<file path="src/rtl/fetch_pkg.sv">
// ============================================================================
// Module  : fetch_pkg
// Purpose : Shared constants and types for the instruction fetch stage and
//           the decode stage it feeds.
// Rev     : 1.0  initial release
// ============================================================================
`default_nettype none

package fetch_pkg;

    // ADDI x0,x0,0 -- shown to decode whenever no instruction is buffered
    localparam logic [31:0] NOP_INSTR        = 32'h0000_0013;
    localparam logic [31:0] RESET_PC_DEFAULT = 32'h0000_0000;

    // Instruction field positions shared with decode
    localparam int OPCODE_LSB = 0;
    localparam int OPCODE_MSB = 6;
    localparam int RD_LSB     = 7;
    localparam int RD_MSB     = 11;
    localparam int RS1_LSB    = 15;
    localparam int RS1_MSB    = 19;
    localparam int RS2_LSB    = 20;
    localparam int RS2_MSB    = 24;

    // Major opcodes decode needs to recognise
    localparam logic [6:0] OPC_OP_IMM = 7'b0010011;
    localparam logic [6:0] OPC_BRANCH = 7'b1100011;
    localparam logic [6:0] OPC_JAL    = 7'b1101111;
    localparam logic [6:0] OPC_JALR   = 7'b1100111;

    // Fetch control states
    typedef enum logic [1:0] {
        ST_BOOT  = 2'd0,
        ST_RUN   = 2'd1,
        ST_FLUSH = 2'd2
    } fetch_state_e;

    // Redirect targets are forced onto a word boundary
    function automatic logic [31:0] word_align(input logic [31:0] addr);
        return {addr[31:2], 2'b00};
    endfunction

endpackage

`default_nettype wire

</file>
<file path="src/rtl/fetch_fifo.sv">
// ============================================================================
// Module  : fetch_fifo
// Purpose : DEPTH-entry synchronous FIFO of {pc, instruction} pairs with a
//           synchronous clear. Head entry is read straight from storage.
// Rev     : 1.0  initial release
// ============================================================================
`default_nettype none

module fetch_fifo #(
    parameter int DEPTH = 2
) (
    input  logic                     clk,
    input  logic                     reset,
    input  logic                     push,
    input  logic [31:0]              push_pc,
    input  logic [31:0]              push_ir,
    input  logic                     pop,
    input  logic                     clear,
    output logic [$clog2(DEPTH):0]   count,
    output logic [31:0]              head_pc,
    output logic [31:0]              head_ir
);

    localparam int AW = $clog2(DEPTH);
    localparam int CW = AW + 1;

    logic [31:0]   pc_mem [DEPTH];
    logic [31:0]   ir_mem [DEPTH];
    logic [AW-1:0] wr_ptr;
    logic [AW-1:0] rd_ptr;
    logic          do_push;
    logic          do_pop;

    // Clear wins over both push and pop; popping an empty FIFO is a no-op
    assign do_push = push & ~clear;
    assign do_pop  = pop & ~clear & (count != '0);

    // Pointer and occupancy tracking
    always_ff @(posedge clk or negedge reset) begin
        if (!reset) begin
            wr_ptr <= '0;
            rd_ptr <= '0;
            count  <= '0;
        end else if (clear) begin
            wr_ptr <= '0;
            rd_ptr <= '0;
            count  <= '0;
        end else begin
            if (do_push) wr_ptr <= wr_ptr + AW'(1);
            if (do_pop)  rd_ptr <= rd_ptr + AW'(1);
            case ({do_push, do_pop})
                2'b10:   count <= count + CW'(1);
                2'b01:   count <= count - CW'(1);
                default: count <= count;
            endcase
        end
    end

    // Entry storage; contents are only meaningful while counted as live
    always_ff @(posedge clk) begin
        if (do_push) begin
            pc_mem[wr_ptr] <= push_pc;
            ir_mem[wr_ptr] <= push_ir;
        end
    end

    assign head_pc = pc_mem[rd_ptr];
    assign head_ir = ir_mem[rd_ptr];

endmodule

`default_nettype wire

</file>
<file path="src/rtl/fetch.sv">
// ============================================================================
// Module  : fetch
// Purpose : Instruction fetch stage. Owns the PC, issues credit-limited word
//           requests to instruction memory, buffers in-order responses and
//           hands them to decode; redirects squash everything still owed.
// Rev     : 1.0  initial release
// ============================================================================
`default_nettype none

module fetch
    import fetch_pkg::*;
#(
    parameter logic [31:0] RESET_PC = RESET_PC_DEFAULT,
    parameter int          DEPTH    = 2,
    parameter logic [31:0] NOP      = NOP_INSTR
) (
    input  logic        clk,
    input  logic        reset,
    output logic        imem_req_o,
    output logic [31:0] imem_addr_o,
    input  logic        imem_gnt_i,
    input  logic        imem_rvalid_i,
    input  logic [31:0] imem_rdata_i,
    input  logic        redirect_i,
    input  logic [31:0] redirect_pc_i,
    output logic [31:0] ir_o,
    output logic [31:0] pc_o,
    output logic        valid_o,
    input  logic        ready_i
);

    localparam int            CW      = $clog2(DEPTH) + 1;
    localparam logic [CW:0]   DEPTH_W = (CW+1)'(DEPTH);

    fetch_state_e  state;
    fetch_state_e  state_next;
    logic [31:0]   pc;
    logic [31:0]   pc_next;
    logic [31:0]   last_pc;
    logic [CW-1:0] outstanding;
    logic [CW-1:0] outstanding_next;
    logic [CW-1:0] discard;
    logic [CW-1:0] discard_next;
    logic [CW-1:0] count;
    logic [CW:0]   credit_used;
    logic          grant;
    logic          rv_drop;
    logic          rv_take;
    logic          push;
    logic          pop;
    logic [31:0]   push_pc;
    logic [31:0]   head_pc;
    logic [31:0]   head_ir;

    // Every requested word needs a FIFO slot reserved, so requests in flight
    // plus buffered entries may never exceed DEPTH.
    assign credit_used = {1'b0, outstanding} + {1'b0, count};
    assign imem_req_o  = (state == ST_RUN) && (credit_used < DEPTH_W);
    assign imem_addr_o = pc;
    assign grant       = imem_req_o & imem_gnt_i;

    // Responses owed from before a redirect are consumed first; a response
    // with nothing owed at all is a stray and is ignored.
    assign rv_drop = imem_rvalid_i && (discard != '0);
    assign rv_take = imem_rvalid_i && (discard == '0) && (outstanding != '0);
    assign push    = rv_take & ~redirect_i;
    assign pop     = valid_o & ready_i & ~redirect_i;

    // Responses are in order and live requests are sequential, so the oldest
    // live response belongs to the PC that many words behind the current one.
    assign push_pc = pc - 32'({outstanding, 2'b00});

    fetch_fifo #(
        .DEPTH (DEPTH)
    ) u_fifo (
        .clk     (clk),
        .reset   (reset),
        .push    (push),
        .push_pc (push_pc),
        .push_ir (imem_rdata_i),
        .pop     (pop),
        .clear   (redirect_i),
        .count   (count),
        .head_pc (head_pc),
        .head_ir (head_ir)
    );

    // Next-state, PC and counter logic; redirect overrides everything else
    always_comb begin
        state_next       = state;
        pc_next          = pc;
        outstanding_next = outstanding;
        discard_next     = discard;

        if (grant) pc_next = pc + 32'd4;

        if (grant && !rv_take)      outstanding_next = outstanding + CW'(1);
        else if (!grant && rv_take) outstanding_next = outstanding - CW'(1);

        if (rv_drop) discard_next = discard - CW'(1);

        case (state)
            ST_BOOT:  state_next = ST_RUN;
            ST_RUN:   state_next = ST_RUN;
            ST_FLUSH: state_next = (discard_next == '0) ? ST_RUN : ST_FLUSH;
            default:  state_next = ST_BOOT;
        endcase

        if (redirect_i) begin
            pc_next          = word_align(redirect_pc_i);
            outstanding_next = '0;
            // Everything still owed, including a grant landing this cycle,
            // becomes a response to throw away.
            discard_next     = discard - CW'(rv_drop) + outstanding
                               + CW'(grant) - CW'(rv_take);
            state_next       = (discard_next != '0) ? ST_FLUSH : ST_RUN;
        end
    end

    // State, PC and counter registers
    always_ff @(posedge clk or negedge reset) begin
        if (!reset) begin
            state       <= ST_BOOT;
            pc          <= RESET_PC;
            outstanding <= '0;
            discard     <= '0;
        end else begin
            state       <= state_next;
            pc          <= pc_next;
            outstanding <= outstanding_next;
            discard     <= discard_next;
        end
    end

    // Remember the last presented PC so pc_o holds steady while empty
    always_ff @(posedge clk or negedge reset) begin
        if (!reset) begin
            last_pc <= '0;
        end else if (valid_o) begin
            last_pc <= head_pc;
        end
    end

    assign valid_o = (count != '0);
    assign ir_o    = valid_o ? head_ir : NOP;
    assign pc_o    = valid_o ? head_pc : last_pc;

endmodule

`default_nettype wire

</file>
<file path="config.mk">
export PLATFORM = sky130hd
export DESIGN_NAME = fetch
export DESIGN_NICKNAME = d
export VERILOG_FILES = /design/src/rtl/fetch_pkg.sv /design/src/rtl/fetch_fifo.sv /design/src/rtl/fetch.sv
export SDC_FILE = /design/constraint.sdc
export NUM_CORES = 1
export LEC_CHECK = 0
export CORE_MARGIN = 2
export CORE_UTILIZATION = 25
export CTS_BUF_LIST = sky130_fd_sc_hd__clkbuf_8
export DETAILED_ROUTE_END_ITERATION = 16
export PLACE_DENSITY_LB_ADDON = 0.2
export REMOVE_ABC_BUFFERS = 1
export SLEW_MARGIN = 20
export SYNTH_ARGS = -nofsm -noshare
export SYNTH_HDL_FRONTEND = slang
export SYNTH_SLANG_ARGS = --single-unit
</file>
<file path="constraint.sdc">
create_clock -name clk -period 5.9 [get_ports clk]
set_input_delay 1.475 -clock clk [delete_from_list [all_inputs] [get_ports clk]]
set_output_delay 1.475 -clock clk [all_outputs]
set_load 0.005 [all_outputs]
</file>
After elaboration in Yosys (flattened, before gate mapping)

Memory sizes are Yosys's and may differ from the RTL's.
Cells that the tools add are included.
Widths: inputs -> output; s select.

Bitwise operators: 8
Mux-type cells: 21
Magnitude comparators: 1
Equality and inequality tests: 4
Add/subtract/negate cells: 14
Reductions and logical operators: 21

Operator list:

| operator              | count |
|---|---|
| $mux 32               | 4 |
| $add 32x3->32 const B | 1 |
| $sub 32x4->32         | 1 |
| $mux 2                | 9 |
| $reduce_bool 2->1     | 7 |
| $pmux 2 s2            | 2 |
| $and 1x1->1           | 7 |
| $logic_and 1x1->1     | 6 |
| $logic_not 2->1       | 3 |
| $mux 1                | 6 |
| $reduce_bool 3->1     | 2 |
| $sub 2x1->2 const B   | 3 |
| $add 2x1->2 const B   | 2 |
| $eq 2x1->1 const B    | 2 |
| $eq 2x2->1 const B    | 2 |
| $sub 2x1->2           | 2 |
| $add 2x2->3           | 1 |
| $lt 3x2->1 const B    | 1 |
| $add 1x1->1 const B   | 2 |
| $add 2x1->2           | 1 |
| $add 2x2->2           | 1 |
| $logic_not 1->1       | 2 |
| $reduce_or 2->1       | 1 |
| $not 1->1             | 1 |

Memories: 2
Input bits: 70
Bits in registers: 74
RAM bits: 128

Memory list:

| memory        | words | width | rd ports | clocked after Yosys merged registers in | write ports | line             | RTL |
|---|---|---|---|---|---|---|---|
| u_fifo.ir_mem | 2     | 32    | 1        | 0                                       | 1           | fetch_fifo.sv:28 | `logic [31:0] ir_mem [DEPTH];` |
| u_fifo.pc_mem | 2     | 32    | 1        | 0                                       | 1           | fetch_fifo.sv:27 | `logic [31:0] pc_mem [DEPTH];` |

Logic depth before layout (Yosys ltp)

Gate-level depths: netlist (run 1).

Depth in word-level cells: 9
Depth in mapped cells: 12

Modules after synthesis

From an unflattened synthesis (run 1), not the netlist that was laid out.

Cell total of the unflattened synthesis: 692
Area total of the unflattened synthesis: 9,235.1 um^2

Modules (own cells, without submodules):

| module     | times used | area an instance (um^2) | cells each |
|---|---|---|---|
| fetch_fifo | 1          | 4,858.4                 | 222 |
| fetch      | 1          | 4,376.7                 | 470 |

Worst setup path before layout (run 1)

No wires, ideal clock.

Kind: input port to flip-flop
Start point: input redirect_i
End point: memory u_fifo.ir_mem[0][0], enable pin
Required time: 5,341 ps
Stages on the path: 3
Arrival time: 6,131 ps
Library setup time: 559 ps
Path slack: -790 ps
Cell sequence: clkbuf_1 clkbuf_1 nor3_1

Cells in the longest elaborated chain, start to end: 5

RTL lines:

| element                        | line                          | RTL |
|---|---|---|
| from (decl)                    | fetch.sv:24                   | `input logic redirect_i,` |
| $not 1->1 *                    | fetch_fifo.sv:35, fetch.sv:66 |  |
| $and 1x1->1                    | fetch.sv:66                   | `assign push = rv_take & ~redirect_i;` |
| $and 1x1->1 *                  | fetch_fifo.sv:35              | `assign do_push = push & ~clear;` |
| $mux 1 *                       | fetch_fifo.sv:61              | `if (do_push) begin` |
| $mux 1 (implied by the code) * | fetch_fifo.sv:63              | `ir_mem[wr_ptr] <= push_ir;` |
| to (decl)                      | fetch_fifo.sv:28              |  |

Every way passes the cells marked *; elsewhere a longest branch is shown, timed or not.

Worst setup path in the final report (run 1)

Start point: register u_fifo.count[0]
End point: output imem_req_o

Cells in the longest elaborated chain, start to end: 3

RTL lines:

| element                | line             | RTL |
|---|---|---|
| from (decl)            | fetch_fifo.sv:19 | `output logic [$clog2(DEPTH):0] count,` |
| from (signal assigned) | fetch_fifo.sv:52 | `2'b10: count <= count + CW'(1);` |
| from (signal assigned) | fetch_fifo.sv:53 | `2'b01: count <= count - CW'(1);` |
| from (signal assigned) | fetch_fifo.sv:54 | `default: count <= count;` |
| $add 2x2->3            | fetch.sv:57      | `assign credit_used = {1'b0, outstanding} + {1'b0, count};` |
| $lt 3x2->1             | fetch.sv:58      | `assign imem_req_o = (state == ST_RUN) && (credit_used < DEPTH_W);` |
| $logic_and 1x1->1      | fetch.sv:58      |  |
| to (decl)              | fetch.sv:19      | `output logic imem_req_o,` |

Every way passes these cells.

==> flow_metrics.tcl, run 1 <==
set metrics [dict create \
    start_util 0.254 \
    dr.first_iter.drc_count 275 \
    clkTransAtPathRegs_ps 100 \
    design_area_um2 11200 \
    row_count 68 \
    vdd_drop_max_mv 0.141 \
    crit_type "reg -> out" \
    final_layout_size_suffix_gt1_frac 0.0515 \
    firstDrtPassIters 4 \
    multiInputGateArea_um2 3000 \
    hold_violations 0 \
    routed.top_layer "met4" \
    ys_types 50 \
    grt_max_degree 73 \
    fillers 3500 \
    ys_ff_latch 196 \
    setup_viol_count_final 0 \
    maxCapViolations 0 \
    dp_slack_ps 1160 \
    synth_cells 727 \
    antenna_found_initial 0 \
    cp_slowest_stage_delay_ps 650 \
    fin_crit_sh 0.792 \
    finalMaxSlewViolations 0 \
    cts_buffers 17 \
    setup_tns_ps 0 \
    yosysTopAreaCellShare 0.423 \
    avgSynthCellArea_um2 12.1 \
    critical-path-top-delay-family "buffers and inverters" \
    status "completed" \
    critical_path_arrival_ps 3200 \
    dieArea_um2 36800 \
    yosys_warnings 0 \
    core_um2 34600 \
    post-route-drc-count 0 \
    die_w_um 192 \
    dr_wl_met2_um 10100 \
    start_kind "register" \
    nNetsFinal 940 \
    crit_chain "and2_1, fa_1, or4b_1, inv_1, clkdlybuf4s50_1" \
    via_per_inst 4.44 \
    wl_met3_um 1350 \
    ys_top_cells_by_area "edfxtp_1 (42%), dfrtp_1 (20%), mux2i_1 (7.0%)" \
    fp.dieH_um 192 \
    io_pins 168 \
    min_path_type "reg -> reg" \
    fin_cells 1329 \
    grt_use_total 0.122 \
    synthArstFlopShare 0.367 \
    tightest_slew_ps 983 \
    routedWlPerCell_um 16.7 \
    power.density_nw_per_um2 331 \
    port_buffers 163 \
    ant_nets 0 \
    grt_overflow 0 \
    cp_max_fo 13 \
    dpl_cell_area_um2 10900 \
    ctsResizeCount 0 \
    gp_congestion 0.735 \
    synth_area_leader_cell "edfxtp_1" \
    rsz0062_at_grt "false" \
    post-route-worst-setup-slack_ps 1230 \
    hpwl_um 14600 \
    hold_slack_ps 486 \
    cp_slowest_cell "or4b_1" \
    grt_pass1_vias 5792 \
    tritoncts "built" \
    cp_num_buf_inv 2 \
    synth_area_um2 8810 \
    clock_sinks 196 \
    area_growth_pct 27.2 \
    root_buffer "clkbuf_8" \
    cts.path.max_buffers 2 \
    regArea_um2 5530 \
    cts_setup_buffers 0 \
    worst_setup_path_end_kind "output port" \
    slew_headroom 0.345 \
    vias 5901 \
    num_antenna_cells 0 \
    p_leak_nw 3.79 \
    ys_seq_area_frac 0.627 \
    clk_latency_ps 470 \
    hold_buffers 0 \
    crit_required_ps 4430 \
    max_freq_mhz 214 \
    grt_pass1_wl_um 34100 \
    synth-edff-count 124 \
    placed_cells 1297 \
    skew_ps 16.8 \
    synth_ff_type "edfxtp_1" \
    period_needed_ps 4670 \
    wl_met1_um 10400 \
    htreeDepth 4 \
    routed_wirelength_um 22200 \
]
==> metal layers <==
layer / vias to the layer above / GRT usage
met5: - / 0
met3: 17 / 0.0318
li1: 2919 / -
met2: 148 / 0.189
met4: 0 / 0.0417
met1: 2817 / 0.166
==> cell usage in the layout (no fill, tap or decap), types with 4 or more instances in the layout <==
cell / n
dfrtp_1: 71
nor2_1: 65
fa_1: 5
o31ai_1: 13
buf_4: 6
nand4_1: 20
nor3_1: 7
and3_1: 4
nand3_1: 17
nor4_1: 7
and2_1: 6
clkinv_2: 5
nand2_1: 65
a21oi_1: 5
or4_1: 17
clkbuf_8: 17
o21ai_0: 48
or3_1: 5
and4_1: 8
clkdlybuf4s50_1: 162
xor2_1: 15
inv_1: 22
mux2i_1: 62
edfxtp_1: 124
a31oi_1: 18
ha_1: 4
xnor2_1: 27
o211ai_1: 5
==> state kept, by name, summed over array words and instances, names as in the netlist, 2 cells and up <==
signal / count
outstanding: 2
last_pc: 32
u_fifo.ir_mem: 64
imem_addr_o: 30
u_fifo.count: 2
state: 2
u_fifo.pc_mem: 60
discard: 2
==> synthesized netlist by cell type (all sizes together), types with 6 or more instances <==
cell type,count
edfxtp,124
o21ai,48
nor2,66
a31oi,18
nor4,9
xnor2,27
dfrtp,72
nand3,17
or4,18
buf,10
inv,21
xor2,15
and4,8
nor3,8
clkbuf,45
and2,6
nand2,65
o31ai,13
nand4,20
mux2i,62
==> final timing paths <==
path	start	to	slack, ps	depth (start not counted)
min reg2reg	state[0]	state[1]	490	1
max reg2reg	outstanding[1]	state[1]	2300	10
min	state[0]	state[1]	490	1
max in group asynchronous	reset	u_fifo.rd_ptr	4290	1
max	u_fifo.count[0]	imem_req_o	1230	5
min in group asynchronous	reset	discard[0]	1040	1
==> per-stage QoR <==
step           total power [W]   util
2_1_floorplan          0.00232      -
3_3_place_gp           0.00295  0.313
3_5_place_dp           0.00296  0.313
4_1_cts                0.00380  0.324
5_1_grt                0.00399  0.324
6_report               0.00371  0.324
==> cell families (layout without fill, tap and decap cells) <==
kind of cell,Yosys count,after routing,share of synthesized area
other,1,2,0.000426
buffers and inverters,76,222,0.0344
and+or+nand+nor,241,241,0.140
muxes,63,63,0.0717
AOI/OAI and AO/OA,99,99,0.0680
DFF,196,196,0.627
xor gates and xnor gates,42,42,0.0418
adders and majority gates,9,9,0.0170
==> where the power goes <==
group          leakage (nW)  internal (W)  switching, W
registers              2.00       0.00163      0.000141
logic                  1.61      0.000586      0.000537
clock network         0.185      0.000331      0.000486
total                  3.79       0.00255       0.00116
==> worst register-to-register path, cell delays in order (launching register included) <==
cell	delay, ps
dfrtp_1	520
o211ai_1	680
inv_1	200
fa_1	490
fa_1	490
inv_1	60
fa_1	400
xnor2_1	140
xnor2_1	150
o21ai_0	230
o41ai_1	120
==> area by class of cell <==
type | instances | area share
tap | 455 | 0.0508
inverter | 21 | 0.00703
timing repair buffer | 169 | 0.150
clock buffer | 17 | 0.0209
sequential | 196 | 0.493
multi-input combinational | 456 | 0.268
clock inverter | 15 | 0.0103
(Power assumes the default switching activity.)
==> inputs of run 2 (changes only) <==
==> constraint.sdc (replaced) <==
create_clock -name clk -period 4.5 [get_ports clk]
set_input_delay 1.125 -clock clk [delete_from_list [all_inputs] [get_ports clk]]
set_output_delay 1.125 -clock clk [all_outputs]
set_load 0.005 [all_outputs]
==> flow_metrics.tcl, run 2 (synthesis gave the netlist of run 1 again) <==
set metrics [dict create \
    status "completed" \
    antenna_found_initial 0 \
    tritoncts "built" \
    maxCapViolations 0 \
    seq_power_share 0.465 \
    layout_common_cells "clkdlybuf4s50_1 (162), edfxtp_1 (124), dfrtp_1 (71)" \
    critical-path-top-delay-family "simple AND/OR/NAND/NOR gates" \
    dpl_cell_area_um2 10900 \
    routed_wirelength_um 22100 \
    max_freq_mhz 249 \
    crit_path_start "outstanding[0]" \
    cp_slowest_stage_delay_ps 660 \
    top_regs "u_fifo.ir_mem: 64 flops, u_fifo.pc_mem: 60 flops, last_pc: 32 flops" \
    crit_type "reg -> out" \
    via_per_inst 4.43 \
    critical_path_arrival_ps 2890 \
    tightest_slew_ps 941 \
    p_clk_frac 0.229 \
    r2r-end "imem_addr_o[27]" \
    nNetsFinal 944 \
    core_um2 34600 \
    grt_overflow 0 \
    root_buffer "clkbuf_8" \
    period_needed_ps 4010 \
    cts_buffers 17 \
    clk_latency_ps 470 \
    start_util 0.254 \
    regMostFlops "u_fifo.ir_mem" \
    crit_chain "and2_1, fa_1, or4b_1, inv_1, clkdlybuf4s50_1" \
    p_sw_w 0.00158 \
    cp_slowest_cell "or4b_1" \
    grt_pass1_vias 5741 \
    design_area_um2 11300 \
    r2r-start "outstanding[0]" \
    rsz0062_at_grt "false" \
    dieArea_um2 36800 \
    io_pins 168 \
    cts_setup_buffers 0 \
    num_antenna_cells 0 \
    p_leak_nw 3.83 \
    grt_max_degree 93 \
    grt_pass1_wl_um 34200 \
    min_to "last_pc[1]" \
    fin_crit_sh 0.892 \
    die_w_um 192 \
    swShare 0.318 \
    fp.dieH_um 192 \
    min_path_cells 1 \
    internal-power_w 0.00339 \
    dr.first_iter.drc_count 304 \
    cp_max_fo 7 \
    grt_use_total 0.123 \
    post-route-drc-count 0 \
    port_buffers 163 \
    ant_nets 0 \
    finalMaxSlewViolations 0 \
    r2r_cells 8 \
    comb_power_share 0.306 \
    largest_reg_flops 64 \
    htreeDepth 4 \
    clock_sinks 196 \
    hpwl_um 14700 \
    hold_buffers 0 \
    final_layout_size_suffix_gt1_frac 0.0581 \
    holdCritStartpoint "last_pc[1]" \
    cp_num_buf_inv 2 \
    vdd_drop_max_mv 0.188 \
    slew_headroom 0.373 \
    power.density_nw_per_um2 439 \
    layout_commonest_cell "clkdlybuf4s50_1" \
    vias 5906 \
    dp_slack_ps 440 \
    min_path_type "reg -> reg" \
    clkTransAtPathRegs_ps 120 \
    ctsResizeCount 0 \
    hold_violations 0 \
    firstDrtPassIters 5 \
    setup_viol_count_final 0 \
    routedWlPerCell_um 16.6 \
    crit_required_ps 3380 \
    area_growth_pct 28.3 \
    start_kind "register" \
    post-route-worst-setup-slack_ps 485 \
    cts.path.max_buffers 2 \
    skew_ps 22.3 \
    worst_setup_path_end_kind "output port" \
    reg2reg_slack_ps 1190 \
    gp_congestion 0.734 \
    row_count 68 \
]
run 2: changes by cell type in the layout (fill, tap and decap cells not counted), sizes merged:
cell and delta:
inv +2, buf +4, clkinv -2
run 2: per-layer routing:
| metal | vias to the layer above | GRT usage | share of wire |
|---|---|---|---|
| met5 | - | 0 | 0 |
| li1 | 2929 | - | - |
| met3 | 12 | 0.0298 | 0.053 |
| met4 | 0 | 0.0349 | 0.013 |
| met2 | 134 | 0.194 | 0.46 |
| met1 | 2831 | 0.168 | 0.47 |
run 2: worst max path at each step:
stage	to	slack [ps]	cells after the start
finish	imem_req_o	490	5
global route	imem_req_o	320	5
CTS	imem_req_o	420	5
detailed placement	state[1]	440	10
global placement	state[1]	450	10
floorplan	u_fifo.ir_mem[0][0]	-1710	2
run 2: area by class of cell:
class	instances	area [um2]
fill	3506	23300
sequential	196	5530
multi-input combinational	456	3000
timing repair buffer	173	1740
tap	455	569
clock buffer	17	234
clock inverter	15	145
inverter	21	78.8
run 2: power groups by stage:
| stage | clock, W | sequential (W) | combinational [W] |
|---|---|---|---|
| after CTS | 0.00120 | 0.00231 | 0.00156 |
| after global routing | 0.00127 | 0.00234 | 0.00170 |
| after global placement | 0 | 0.00235 | 0.00155 |
| after detailed placement | 0 | 0.00235 | 0.00156 |
| after floorplan | 0 | 0.00232 | 0.000715 |
| final | 0.00114 | 0.00231 | 0.00152 |
run 2: worst reg2reg max path, delay by kind of cell (launching register included):
kind                       cells  cell delay [ps]
and+or+nand+nor                4             1840
buffers and inverters          2              320
AOI/OAI and AO/OA              1              170
adders and majority gates      1              430
DFF                            1              480
run 2: stage by stage:
step / cells / utilization / hold slack (ps) / setup TNS, ps / power, W
floorplan: 673 / - / 446 / -110730 / 0.00304
global placement: 1301 / 0.315 / 461 / 0 / 0.00390
detailed placement: 1301 / 0.315 / 466 / 0 / 0.00391
CTS: 1333 / 0.326 / 488 / 0 / 0.00508
global route: 1333 / 0.326 / 506 / 0 / 0.00531
finish: 1333 / 0.326 / 490 / 0 / 0.00496
==> inputs of run 3 (changes only) <==
--- a/config.mk
+++ b/config.mk
@@ -9,6 +9,7 @@
 export CORE_UTILIZATION = 25
 export CTS_BUF_LIST = sky130_fd_sc_hd__clkbuf_8
 export DETAILED_ROUTE_END_ITERATION = 16
+export GPL_TIMING_DRIVEN = 0
 export PLACE_DENSITY_LB_ADDON = 0.2
 export REMOVE_ABC_BUFFERS = 1
 export SLEW_MARGIN = 20
==> flow_metrics.tcl, run 3 (synthesis gave the netlist of run 1 again) <==
set metrics [dict create \
    p_clk_frac 0.248 \
    start_util 0.254 \
    cts_setup_buffers 0 \
    clkTransAtPathRegs_ps 100 \
    fin_crit_sh 0.967 \
    crit_chain "and2_1, fa_1, or4b_1, inv_1, clkdlybuf4s50_1" \
    clk_latency_ps 480 \
    internal-power_w 0.00356 \
    hold_slack_ps 485 \
    layout_commonest_cell "clkdlybuf4s50_1" \
    post-route-util 0.331 \
    fp.dieH_um 192 \
    tritoncts "built" \
    skew_ps 21.4 \
    routed_wirelength_um 22400 \
    max_freq_mhz 230 \
    setup_viol_count_final 0 \
    gp_congestion 0.728 \
    num_antenna_cells 0 \
    comb_power_share 0.301 \
    hold_buffers 0 \
    core_um2 34600 \
    largest_reg_flops 64 \
    nNetsFinal 949 \
    r2r-start "outstanding[1]" \
    critical-path-top-delay-family "buffers and inverters" \
    holdCritStartpoint "last_pc[1]" \
    ctsResizeCount 0 \
    worst_setup_path_end_kind "output port" \
    cts_buffers 17 \
    critical_path_arrival_ps 3230 \
    hold_violations 0 \
    p_sw_w 0.00157 \
    grt_pass1_wl_um 35000 \
    crit_path_start "outstanding[0]" \
    start_kind "register" \
    layout_common_cells "clkdlybuf4s50_1 (161), edfxtp_1 (124), dfrtp_1 (71)" \
    final_layout_size_suffix_gt1_frac 0.0657 \
    clock_sinks 196 \
    area_growth_pct 30.0 \
    use_met3 0.0305 \
    cp_slowest_cell "or4b_1" \
    fillers 3484 \
    slew_headroom 0.473 \
    top_regs "u_fifo.ir_mem: 64 flops, u_fifo.pc_mem: 60 flops, last_pc: 32 flops" \
    grt_use_total 0.125 \
    vdd_drop_max_mv 0.230 \
    tightest_slew_ps 786 \
    die_w_um 192 \
    firstDrtPassIters 4 \
    status "completed" \
    period_needed_ps 4350 \
    met2_usage 0.201 \
    vias 5986 \
    antenna_found_initial 0 \
    crit_type "reg -> out" \
    cp_max_fo 13 \
    rsz0062_at_grt "false" \
    post-route-drc-count 0 \
    cts.path.max_buffers 2 \
    grt_max_degree 47 \
    power.density_nw_per_um2 449 \
    reg2reg_slack_ps 810 \
    dieArea_um2 36800 \
    ant_nets 0 \
    swShare 0.306 \
    cp_num_buf_inv 2 \
    maxCapViolations 0 \
    p_leak_nw 3.92 \
    met1_usage 0.167 \
    crit_required_ps 3380 \
    htreeDepth 4 \
    busiest_layer "met2" \
    cp_slowest_stage_delay_ps 660 \
    seq_power_share 0.451 \
    io_pins 168 \
    hpwl_um 15800 \
    dr.first_iter.drc_count 274 \
    port_buffers 163 \
    routedWlPerCell_um 16.8 \
    min_path_type "reg -> reg" \
    root_buffer "clkbuf_8" \
    row_count 68 \
    via_per_inst 4.47 \
    grt_pass1_vias 6029 \
    finalMaxSlewViolations 0 \
    grt_overflow 0 \
    regMostFlops "u_fifo.ir_mem" \
    power_w 0.00514 \
]
-- run 3: worst reg2reg max path, stage by stage (launching register included) --
cell	delay, ps
dfrtp_1	520
o211ai_1	710
inv_1	220
fa_1	490
fa_1	500
inv_1	50
fa_1	400
xnor2_1	140
xnor2_1	150
o21ai_0	250
o41ai_1	130
-- run 3: cell type report --
| type | count | area [um2] | area share |
|---|---|---|---|
| well taps | 455 | 569 | 0.0497 |
| clock buffers | 17 | 234 | 0.0204 |
| clock inverters | 15 | 201 | 0.0176 |
| flip-flops and latches | 196 | 5530 | 0.483 |
| inverters | 21 | 78.8 | 0.00688 |
| repair buffers | 178 | 1830 | 0.160 |
| multi-input cells | 456 | 3000 | 0.262 |
-- run 3: power groups by stage --
stage	sequential (W)	combinational [W]	clock [W]
after detailed placement	0.00236	0.00159	0
final	0.00232	0.00155	0.00127
after global routing	0.00235	0.00172	0.00141
after CTS	0.00232	0.00159	0.00134
after global placement	0.00239	0.00153	0
after floorplan	0.00232	0.000715	0
-- run 3: path summary, 6_finish.rpt --
check,to,depth (start not counted)
worst max register to register,state[1],10
min in group asynchronous,imem_addr_o[16],1
max in group asynchronous,last_pc[23],2
worst max-delay path,imem_req_o,5
worst min-delay path,last_pc[1],1
worst min register to register,last_pc[1],1
-- run 3: stage by stage --
step                setup slack [ps]  setup TNS [ps]  std cells  area [um2]
floorplan                      -1710         -110730        673        8590
global placement               -6570         -842470       1291       10800
detailed placement              7.90               0       1306       11000
CTS                             84.5               0       1338       11500
global route                    13.1               0       1338       11500
finish                           150               0       1338       11500
-- run 3: layer usage --
metal | part of all wire | up-vias | routed length (um)
met2 | 0.46 | 142 | 10400
li1 | - | 2930 | -
met4 | 0.013 | 0 | 286
met3 | 0.052 | 19 | 1160
met1 | 0.47 | 2895 | 10600
met5 | 0 | - | 0
